`config.mk`:
```
export PLATFORM = sky130hd
export DESIGN_NAME = demux_ctrl
export DESIGN_NICKNAME = d
export VERILOG_FILES = /design/src/rtl/demux_ctrl.sv
export SDC_FILE = /design/constraint.sdc
export NUM_CORES = 1
export LEC_CHECK = 0
export CAP_MARGIN = 10
export CORE_MARGIN = 3
export CORE_UTILIZATION = 50
export CTS_BUF_LIST = sky130_fd_sc_hd__clkbuf_4 sky130_fd_sc_hd__clkbuf_8 sky130_fd_sc_hd__clkbuf_16
export CTS_CLUSTER_DIAMETER = 120
export CTS_CLUSTER_SIZE = 40
export DETAILED_ROUTE_END_ITERATION = 8
export GPL_TIMING_DRIVEN = 1
export PLACE_DENSITY_LB_ADDON = 0.3
export SYNTH_ARGS = -nofsm -noshare
export SYNTH_HDL_FRONTEND = slang
export SYNTH_SLANG_ARGS = --single-unit
export TNS_END_PERCENT = 20
```
`constraint.sdc`:
```
create_clock -name clk -period 3.5 [get_ports clk]
set_input_delay 0.35 -clock clk [delete_from_list [all_inputs] [get_ports clk]]
set_output_delay 0.35 -clock clk [all_outputs]
set_load 0.005 [all_outputs]
```
`src/rtl/demux_ctrl.sv`:
```
// Byte demultiplexer controller: steers each accepted byte to the next enabled lane (round-robin),
// parking it in a one-entry hold register while the target lane is not ready.
module demux_ctrl (
   input  logic        clk,
   input  logic        reset_L,
   input  logic        valid_in,
   input  logic [7:0]  data_in,
   output logic        in_ready,
   input  logic [3:0]  lane_mask,
   input  logic [3:0]  lane_ready,
   output logic [7:0]  data_out,
   output logic [3:0]  valid_out,
   output logic [1:0]  control,
   output logic [15:0] byte_cnt,
   output logic [7:0]  stall_cnt
);

   typedef enum logic [1:0] {IDLE, RUN, STALL} state_t;

   state_t      state_q, state_d;
   logic [1:0]  ptr_q, ptr_d;
   logic [7:0]  hold_q, hold_d;
   logic [1:0]  hold_lane_q, hold_lane_d;
   logic [7:0]  data_out_q, data_out_d;
   logic [3:0]  valid_out_q, valid_out_d;
   logic [1:0]  control_q, control_d;
   logic [15:0] byte_cnt_q, byte_cnt_d;
   logic [7:0]  stall_cnt_q, stall_cnt_d;

   logic       accept;
   logic [1:0] tgt;
   logic [1:0] idx;
   logic       found;
   logic       dispatch;
   logic [1:0] disp_lane;
   logic [7:0] disp_data;

   assign in_ready = (state_q == RUN) && (|lane_mask);
   assign accept   = valid_in && in_ready;

   // First enabled lane at or after ptr, wrapping; idx is 2 bits so the sum wraps mod 4.
   always_comb begin
      tgt   = ptr_q;
      idx   = ptr_q;
      found = 1'b0;
      for (int i = 0; i < 4; i++) begin
         idx = ptr_q + 2'(i);
         if (!found && lane_mask[idx]) begin
            tgt   = idx;
            found = 1'b1;
         end
      end
   end

   always_comb begin
      state_d     = state_q;
      ptr_d       = ptr_q;
      hold_d      = hold_q;
      hold_lane_d = hold_lane_q;
      data_out_d  = data_out_q;
      valid_out_d = 4'b0000;
      control_d   = control_q;
      byte_cnt_d  = byte_cnt_q;
      stall_cnt_d = stall_cnt_q;
      dispatch    = 1'b0;
      disp_lane   = tgt;
      disp_data   = data_in;
      case (state_q)
         IDLE: begin
            if (|lane_mask) state_d = RUN;
         end
         RUN: begin
            if (accept) begin
               if (lane_ready[tgt]) begin
                  dispatch = 1'b1;
               end else begin
                  state_d     = STALL;
                  hold_d      = data_in;
                  hold_lane_d = tgt;
               end
            end else if (lane_mask == 4'b0000) begin
               state_d = IDLE;
            end
         end
         STALL: begin
            if (stall_cnt_q != 8'hFF) stall_cnt_d = stall_cnt_q + 8'd1;
            // Only the held lane matters here; lane_mask is deliberately not consulted.
            if (lane_ready[hold_lane_q]) begin
               dispatch  = 1'b1;
               disp_lane = hold_lane_q;
               disp_data = hold_q;
               state_d   = RUN;
            end
         end
         default: state_d = IDLE;
      endcase
      if (dispatch) begin
         data_out_d  = disp_data;
         valid_out_d = 4'b0001 << disp_lane;
         control_d   = disp_lane;
         ptr_d       = disp_lane + 2'd1;
         byte_cnt_d  = byte_cnt_q + 16'd1;
      end
   end

   always_ff @(posedge clk or negedge reset_L) begin
      if (!reset_L) begin
         state_q     <= IDLE;
         ptr_q       <= 2'd0;
         hold_q      <= 8'd0;
         hold_lane_q <= 2'd0;
         data_out_q  <= 8'd0;
         valid_out_q <= 4'b0000;
         control_q   <= 2'd0;
         byte_cnt_q  <= 16'd0;
         stall_cnt_q <= 8'd0;
      end else begin
         state_q     <= state_d;
         ptr_q       <= ptr_d;
         hold_q      <= hold_d;
         hold_lane_q <= hold_lane_d;
         data_out_q  <= data_out_d;
         valid_out_q <= valid_out_d;
         control_q   <= control_d;
         byte_cnt_q  <= byte_cnt_d;
         stall_cnt_q <= stall_cnt_d;
      end
   end

   assign data_out  = data_out_q;
   assign valid_out = valid_out_q;
   assign control   = control_q;
   assign byte_cnt  = byte_cnt_q;
   assign stall_cnt = stall_cnt_q;

endmodule

```
# ---- Word-level counts from Yosys, hierarchy flattened
# Index checks and enable logic that the tools add are counted.
dict set report word_totals {
  rom_bits 0
  regBits 52
  n_memories 0
  out_inout_bits 39
  mem_bits_rw 0
  latchBits 0
}
dict set report op_classes {
  n_bitwise 1
  eq_ne 7
  n_div 0
  shift 1
  magnitude_cmp 6
  n_reduce_logical 14
  n_addsub 6
  n_mul 0
  n_mux 33
}
# op count
set ops {}
lappend ops {{two-way mux 2 bit} 10}
lappend ops {{less-than comparator 2 x 3 -> 1 bit, second input constant} 6}
lappend ops {{adder 16 x 1 -> 16 bit, second input constant} 1}
lappend ops {{two-way mux 8 bit} 2}
lappend ops {{binary-select mux 1 bit (select 2 bit)} 6}
lappend ops {{two-way mux 1 bit} 12}
lappend ops {{adder 8 x 1 -> 8 bit, second input constant} 1}
lappend ops {{inequality test 8 bit, second input constant} 1}
lappend ops {{case mux 2 bit (3 select lines)} 1}
lappend ops {{logical AND 1 bit} 5}
lappend ops {{adder 2 x 1 -> 2 bit, second input constant} 2}
lappend ops {{adder 2 bit, second input constant} 2}
lappend ops {{zero test 4 bit} 1}
lappend ops {{two-way mux 4 bit} 1}
lappend ops {{inequality test 2 bit, second input constant} 2}
lappend ops {{AND reduction 4 bit} 1}
lappend ops {{OR reduction 4 bit} 1}
lappend ops {{<< shifter 1 x 2 -> 4 bit, first input constant} 1}
lappend ops {{zero test 1 bit} 3}
lappend ops {{inequality test 3 x 2 -> 1 bit, second input constant} 1}
lappend ops {{inequality test 3 bit, second input constant} 1}
lappend ops {{AND reduction 3 bit} 1}
lappend ops {{== test 2 x 1 -> 1 bit, second input constant} 1}
lappend ops {{== test 2 bit, second input constant} 1}
lappend ops {{other kinds (4)} 4}

# ---- Logic depth before layout (Yosys ltp)
# Gate-level depths: netlist of run 1.
dict set report logic_depth {
  depth_word 18
  mapped_depth 9
  ltp_nobuf 8
}

# ---- Least setup slack after synthesis of run 1
# No wires, ideal clock.
dict set report synth_path {
  path_type {register -> register}
  startpoint {register ptr_q[1]}
  endpoint {register byte_cnt_q[1], in the netlist byte_cnt[1]}
  stages_incl_launch_ff 8
  path_slack_ps 1278
  setup_ps 127
  n_path_buf 1
  arrival_time_ps 2095
  path_cell_list {dfrtp_1 > nor3_2 > a2111oi_4 > or2_4 > a211o_4 > a32oi_4 > buf_6 > mux2_1}
}
dict set report synth_between {
  elab_chain_cells 17
}
# item line
set synth_rtl {}
lappend synth_rtl {{start: declaration} 21} ;# logic [1:0] ptr_q, ptr_d;
lappend synth_rtl {{start signal: assignment} 119} ;# ptr_q <= ptr_d;
lappend synth_rtl {{branches (longest 11 deep; another with adder 2 x 1 -> 2 bit)} -}
lappend synth_rtl {{two-way mux 2 bit *} 48} ;# if (!found && lane_mask[idx]) begin
lappend synth_rtl {{binary-select mux 1 bit (select 2 bit) *} 74} ;# if (lane_ready[tgt]) begin
lappend synth_rtl {{two-way mux 1 bit (not written as such) *} 74}
lappend synth_rtl {{two-way mux 1 bit *} 74}
lappend synth_rtl {{two-way mux 1 bit *} 73} ;# if (accept) begin
lappend synth_rtl {{case mux 1 bit (2 select lines) *} 68} ;# case (state_q)
lappend synth_rtl {{end signal: assignment} 125} ;# byte_cnt_q <= byte_cnt_d;
lappend synth_rtl {{end: declaration} 27} ;# logic [15:0] byte_cnt_q, byte_cnt_d;
# Every way passes the cells marked *. The select of a mux whose other input is x is not followed.
# A chain may end at the register's enable or synchronous reset.

# ---- Worst setup path after layout of run 1
dict set report layout_path {
  startpoint {input lane_mask[3]}
  endpoint {register hold_q[2]}
}
dict set report layout_between {
  elab_chain_cells 16
}
# item line
set layout_rtl {}
lappend layout_rtl {{start: declaration} 9} ;# input logic [3:0] lane_mask,
lappend layout_rtl {{binary-select mux 1 bit (select 2 bit)} 48}
lappend layout_rtl {{two-way mux 1 bit (not written as such)} 48}
lappend layout_rtl {{two-way mux 1 bit} 48}
lappend layout_rtl {{zero test 1 bit} 48}
lappend layout_rtl {{logical AND 1 bit} 48}
lappend layout_rtl {{two-way mux 1 bit} 48}
lappend layout_rtl {{zero test 1 bit} 48}
lappend layout_rtl {{logical AND 1 bit} 48}
lappend layout_rtl {{two-way mux 1 bit} 48}
lappend layout_rtl {{zero test 1 bit} 48}
lappend layout_rtl {{logical AND 1 bit} 48}
lappend layout_rtl {{two-way mux 2 bit} 48}
lappend layout_rtl {{binary-select mux 1 bit (select 2 bit)} 74}
lappend layout_rtl {{two-way mux 1 bit (not written as such)} 74}
lappend layout_rtl {{NOT 1 bit (no line)} -}
lappend layout_rtl {{AND reduction 3 bit (no line) *} -}
lappend layout_rtl {{end signal: assignment} 120} ;# hold_q <= hold_d;
lappend layout_rtl {{end: declaration} 22} ;# logic [7:0] hold_q, hold_d;
# Every way passes the cells marked *; elsewhere a longest branch is shown, timed or not. The select of a mux whose other input is x is not followed.

==> flow_metrics.env, run 1 <==
export IMPL_num_rows=25
export IMPL_drt_drc_violations_left=0
export IMPL_path_clk_slew_ns=0.09
export IMPL_synth_edf_count=0
export IMPL_whs_ns=-0.002053
export IMPL_hpwl_um=3814
export IMPL_synth_top_area_cell="dfrtp_1"
export IMPL_min_path_type="primary input to asynchronous set/reset pin"
export IMPL_htreeDepth=2
export IMPL_io_pins=58
export IMPL_cp_slowest_cell="clkdlybuf4s50_1"
export IMPL_powerDensity_nw_per_um2=646.8
export IMPL_synth_seq_area_share=0.5076
export IMPL_fin_crit_sh=0.7496
export IMPL_critPathBufInv=1
export IMPL_violations="hold timing"
export IMPL_cts_sinks=52
export IMPL_clk_path_buf_depth=2
export IMPL_ys_types=43
export IMPL_multi_input_area_um2=1176
export IMPL_netlist_area_um2=2564
export IMPL_vias_per_cell=5.352
export IMPL_seq_area_um2=1301
export IMPL_tritoncts="done"
export IMPL_syn_inst=219
export IMPL_outcome="complete, but fails checks"
export IMPL_cpPeakStageDelay_ns=0.60
export IMPL_fillers=371
export IMPL_antenna_found_initial=0
export IMPL_clock_fmax_ghz=0.3811
export IMPL_ys_flop_type="dfrtp_1"
export IMPL_slew_headroom=0.6146
export IMPL_wl_um=5102
export IMPL_post_route_cell_area_um2=3293
export IMPL_setup_tns_ns=0
export IMPL_rsz0062_at_grt="no"
export IMPL_r2r_slack_ns=1.01
export IMPL_cp_end_kind="register"
export IMPL_leakagePower_nw=1.512
export IMPL_async_flop_share=1.000
export IMPL_avgSynthCellArea_um2=11.71
export IMPL_drt_iter0_markers=60
export IMPL_cp_cell_sequence="clkdlybuf4s50_1, and3b_1, a2111oi_4, nor3b_1, a211o_4, nand2_1, and3_1, mux2_2"
export IMPL_syn_to_final_growth_pct=28.45
export IMPL_crit_path_start="lane_mask[3]"
export IMPL_numCtsBuffers=5
export IMPL_ir_drop_uv=431.1
export IMPL_synth_top_area_share=0.5076
export IMPL_final_nets=308
export IMPL_met1_length_um=2396
export IMPL_finalCriticalPeriod_ns=2.624
export IMPL_place_gp_congestion=0.8018
export IMPL_ys_seq_elements=52
export IMPL_die_y_um=77.61
export IMPL_cts_root_buf="clkbuf_8"
export IMPL_crit_type="primary input to register"
export IMPL_die_w_um=77.61
export IMPL_setup_viol=0
export IMPL_dr_wl_met2_um=2418
export IMPL_arrival_ns=2.81
export IMPL_skew_ns=0.01492
export IMPL_cp_start_kind="primary input"
export IMPL_die_area_um2=6023
export IMPL_hold_viol=2
export IMPL_grt_first_pass_wirelength_um=8921
export IMPL_port_buffers=57
export IMPL_cap_violations=0
export IMPL_avgRoutedWirePerCell_um=14.70
export IMPL_cts_hold_buf=0
export IMPL_synthesis_nets=248
export IMPL_grt_pass1_vias=1893
export IMPL_synth_top_cells_by_count="dfrtp_1 (52), xor2_1 (16), and3_1 (12), nand2_1 (12)"
export IMPL_clk_latency_ns=0.30
export IMPL_grt_max_degree=33
export IMPL_drtAntennaViolNets=0
export IMPL_synthMostInstantiatedCell="dfrtp_1"
export IMPL_start_util=0.5288
export IMPL_yosys_warnings=0
export IMPL_grt_util_all_layers=0.1826
export IMPL_wl_met3_um=209
export IMPL_cts_resized=0
export IMPL_critPathRequiredTime_ns=3.69
export IMPL_coreArea_um2=4848
export IMPL_antenna_cells=0
export IMPL_drive_gt1_frac=0.1107
export IMPL_overflow=0
export IMPL_tightest_slew_ns=0.5756
export IMPL_critPathTopFamily="simple AND/OR/NAND/NOR gates"
export IMPL_critPathMaxFanout=10
export IMPL_post_cts_buffers=0
export IMPL_vias=1857
export IMPL_synth_area_leaders="dfrtp_1 (51%), xor2_1 (5.5%), ha_1 (4.9%), mux2_2 (4.8%), a221o_1 (3.1%)"
export IMPL_firstDrtPassIters=4
export IMPL_report_final_slew_viol_count=0
export IMPL_r2r_start="ptr_q[1]"
export IMPL_placed_cell_area_um2=3196
export IMPL_top_layer="met4"
worst paths after layout:
check | to | cells past startpoint
max in group asynchronous | control[1] | 2
worst min-delay path | hold_lane_q[1] | 1
worst min register to register | byte_cnt[15] | 1
worst max register to register | hold_q[2] | 7
min in group clk | byte_cnt[15] | 1
worst max-delay path | hold_q[2] | 8
layer usage:
layer  track usage  vias to the layer above
li1              -                      894
met1        0.2491                      903
met2        0.2928                       52
met3       0.03364                        8
met4       0.06228                        0
met5             0                        -
logic make-up (layout without fill, tap and decap cells):
logic type                 after synthesis  in the layout  synth area share
and+or+nand+nor                         71             71            0.1576
DFF                                     52             52            0.5076
AOI/OAI and AO/OA                       32             32            0.1127
xor gates and xnor gates                22             22           0.07516
buffers and inverters                   17             78           0.03367
muxes                                   15             15           0.06442
adders and majority gates               10             10           0.04880
registers in the layout, summed over array words and instances (netlist names), 4 cells and up:
register	count
valid_out	4
data_out	8
hold_q	8
stall_cnt	8
byte_cnt	16
metrics by stage:
stage	worst slack, ns	utilization	std cells	total power, mW	hold slack (ns)
2_1_floorplan	1.278	-	219	1.415	0.05441
3_3_place_gp	0.6265	0.6591	339	1.748	0.3296
3_5_place_dp	0.5396	0.6591	339	1.782	0.3306
4_1_cts	0.8550	0.6792	347	2.147	0.003883
5_1_grt	0.7542	0.6792	347	2.283	0.02451
6_report	0.8763	0.6792	347	2.130	-0.002053
final cells by class:
cell class | count | area share
flip-flops and latches | 52 | 0.3951
multi-input cells | 150 | 0.3571
repair buffers | 59 | 0.1801
clock buffers | 7 | 0.02736
well taps | 67 | 0.02546
inverters | 11 | 0.01254
clock inverters | 1 | 0.002280
where the power goes:
group | internal (mW) | total (mW) | switching [mW]
clock | 0.169 | 0.358 | 0.189
combinational | 0.476 | 0.849 | 0.374
sequential | 0.779 | 0.923 | 0.144
placed cells by master, fill, tap and decap left out, types with 2 or more instances in the layout:
| cell type | count |
|---|---|
| a21oi_1 | 7 |
| a221o_1 | 8 |
| and3_1 | 12 |
| clkbuf_8 | 6 |
| clkdlybuf4s50_1 | 56 |
| dfrtp_1 | 52 |
| ha_1 | 10 |
| inv_1 | 11 |
| mux2_2 | 11 |
| mux2i_1 | 3 |
| nand2_1 | 12 |
| nand2b_1 | 2 |
| nand3_1 | 4 |
| nand4_1 | 5 |
| nor2_1 | 9 |
| nor2b_1 | 7 |
| nor3_1 | 6 |
| nor3b_1 | 4 |
| nor4_1 | 2 |
| nor4b_1 | 2 |
| o21ai_0 | 6 |
| xnor2_1 | 6 |
| xor2_1 | 16 |
No activity file was read; power rests on OpenSTA's default activity.
==> run 2, diff against run 1 <==
--- a/config.mk
+++ b/config.mk
@@ -7,7 +7,7 @@
 export LEC_CHECK = 0
 export CAP_MARGIN = 10
 export CORE_MARGIN = 3
-export CORE_UTILIZATION = 50
+export CORE_UTILIZATION = 45
 export CTS_BUF_LIST = sky130_fd_sc_hd__clkbuf_4 sky130_fd_sc_hd__clkbuf_8 sky130_fd_sc_hd__clkbuf_16
 export CTS_CLUSTER_DIAMETER = 120
 export CTS_CLUSTER_SIZE = 40
==> constraint.sdc (replaced) <==
create_clock -name clk -period 2.28 [get_ports clk]
set_input_delay 0.228 -clock clk [delete_from_list [all_inputs] [get_ports clk]]
set_output_delay 0.228 -clock clk [all_outputs]
set_load 0.005 [all_outputs]
==> run 2 against run 1 <==
Effect of this change:
- core utilization is 1.6 points lower
- setup slack worse by 0.91 ns
- highest routed layer unchanged
- clock skew is 0.00068 ns higher
- the run ends with setup timing left
- cell count is 6.3% higher
- critical path depth is 1 lower
- largest power group is now combinational cells
- hold slack better by 0.44 ns
- sequential cell count stayed put
==> flow_metrics.env, run 2 (synthesis gave the netlist of run 1 again) <==
export IMPL_grt_first_pass_wirelength_um=9466
export IMPL_powerDensity_nw_per_um2=980.2
export IMPL_grt_pass1_vias=1998
export IMPL_crit_type="register to register"
export IMPL_drive_gt1_frac=0.1873
export IMPL_overflow=0
export IMPL_min_path_type="primary input to asynchronous set/reset pin"
export IMPL_slew_headroom=0.7385
export IMPL_coreArea_um2=5303
export IMPL_place_gp_congestion=0.7908
export IMPL_io_pins=58
export IMPL_fillers=409
export IMPL_numCtsBuffers=5
export IMPL_grt_util_all_layers=0.1831
export IMPL_outcome="complete, but fails checks"
export IMPL_tightest_slew_ns=0.3918
export IMPL_largest_register_ffs=16
export IMPL_hpwl_um=4095
export IMPL_cp_end_kind="register"
export IMPL_critPathRequiredTime_ns=2.47
export IMPL_antenna_cells=0
export IMPL_cts_sinks=52
export IMPL_skew_ns=0.01560
export IMPL_antenna_found_initial=0
export IMPL_layout_cells_most_common="clkdlybuf4s50_1"
export IMPL_drt_drc_violations_left=0
export IMPL_tritoncts="done"
export IMPL_pre_cts_ws_ns=-0.3366
export IMPL_rsz0062_at_grt="yes"
export IMPL_final_nets=328
export IMPL_clk_path_buf_depth=2
export IMPL_die_w_um=81.48
export IMPL_r2r_slack_ns=-0.03
export IMPL_arrival_ns=2.50
export IMPL_clk_latency_ns=0.30
export IMPL_r2r_start="ptr_q[1]"
export IMPL_wl_um=5596
export IMPL_cap_violations=0
export IMPL_clock_fmax_ghz=0.4321
export IMPL_num_rows=26
export IMPL_leakagePower_nw=1.629
export IMPL_htreeDepth=2
export IMPL_setup_slack_ns=-0.03429
export IMPL_finalPower_mw=3.445
export IMPL_path_clk_slew_ns=0.09
export IMPL_ir_drop_uv=569.4
export IMPL_vias_per_cell=5.344
export IMPL_grt_max_degree=53
export IMPL_r2r_end="byte_cnt[1]"
export IMPL_avgRoutedWirePerCell_um=15.17
export IMPL_drt_iter0_markers=93
export IMPL_report_final_slew_viol_count=0
export IMPL_fin_crit_sh=1.015
export IMPL_critPathMaxFanout=19
export IMPL_setup_viol=10
export IMPL_start_util=0.4835
export IMPL_rr_worst_depth=7
export IMPL_cts_root_buf="clkbuf_8"
export IMPL_vias=1972
export IMPL_hold_viol=0
export IMPL_violations="setup timing"
export IMPL_firstDrtPassIters=4
export IMPL_cp_start_kind="register"
export IMPL_drtAntennaViolNets=0
export IMPL_syn_to_final_growth_pct=37.09
export IMPL_port_buffers=57
export IMPL_crit_path_start="ptr_q[1]"
export IMPL_die_y_um=81.48
export IMPL_final_cell_mix="clkdlybuf4s50_1 (53), dfrtp_1 (51), buf_4 (18)"
export IMPL_die_area_um2=6639
export IMPL_finalCriticalPeriod_ns=2.314
## run 2: cell types whose count changed in the layout (fill, tap and decap cells not counted), sizes merged
| cell | previous run | this run |
|---|---|---|
| buf | 3 | 22 |
| clkdlybuf4s50 | 56 | 53 |
| clkbuf | 7 | 5 |
| dlymetal6s2s | 0 | 2 |
| clkinv | 0 | 1 |
| dlygate4sd2 | 0 | 1 |
| dlygate4sd3 | 0 | 1 |
## run 2: cell type report
type	instances	area, um2	share of cell area
sequential	52	1303	0.3706
multi-input combinational	150	1227	0.3492
timing repair buffer	79	774.5	0.2204
tap	70	87.58	0.02492
clock buffer	5	68.82	0.01958
inverter	11	41.29	0.01175
clock inverter	2	12.51	0.003560
## run 2: metal layers
metal | share of wire | up-vias | track usage
met3 | 0.049 | 9 | 0.03180
met2 | 0.48 | 68 | 0.2899
met4 | 0.0098 | 0 | 0.05743
met1 | 0.46 | 963 | 0.2566
li1 | - | 932 | -
met5 | 0 | - | 0
## run 2: how the worst max path moves through the flow
stage             endpoint  slack [ns]
6_report       byte_cnt[1]       -0.03
5_1_grt        byte_cnt[1]       -0.11
4_1_cts        byte_cnt[1]       -0.02
3_5_place_dp   byte_cnt[1]       -0.34
3_3_place_gp   byte_cnt[1]       -0.26
2_1_floorplan  byte_cnt[1]        0.06
## run 2: where the power goes
group | switching (mW) | leakage (nW) | internal, mW
sequential | 0.230 | 0.673 | 1.20
clock | 0.281 | 0.0400 | 0.208
combinational | 0.647 | 0.916 | 0.881
## run 2: timing repair
action / 4_1_cts / 5_1_grt
gates resized for setup: 6 / 8
gates cloned: 0 / 0
setup endpoints to repair: 21 / 26
pin swaps: 0 / 1
hold buffers: 1 / 0
hold endpoints to repair: 52 / 0
buffers inserted: 0 / 1
## run 2: per-stage QoR
stage / instances / hold slack, ns / TNS [ns] / util / cell area [um2]
floorplan: 219 / -0.06759 / 0 / - / 2564
global placement: 360 / 0.2385 / -6.897 / 0.6336 / 3359
detailed placement: 360 / 0.2433 / -10.51 / 0.6336 / 3359
CTS: 368 / 0.4499 / -0.02123 / 0.6553 / 3475
global route: 369 / 0.4594 / -2.027 / 0.6628 / 3515
finish: 369 / 0.4356 / -0.1175 / 0.6628 / 3515
## run 2: critical path, cell delays in order, from the launching register on
cell	delay, ns
dfrtp_2	0.48
nor3_4	0.24
a2111oi_4	0.08
or2_4	0.29
a211o_4	0.36
a32oi_4	0.24
buf_12	0.19
mux2_1	0.33
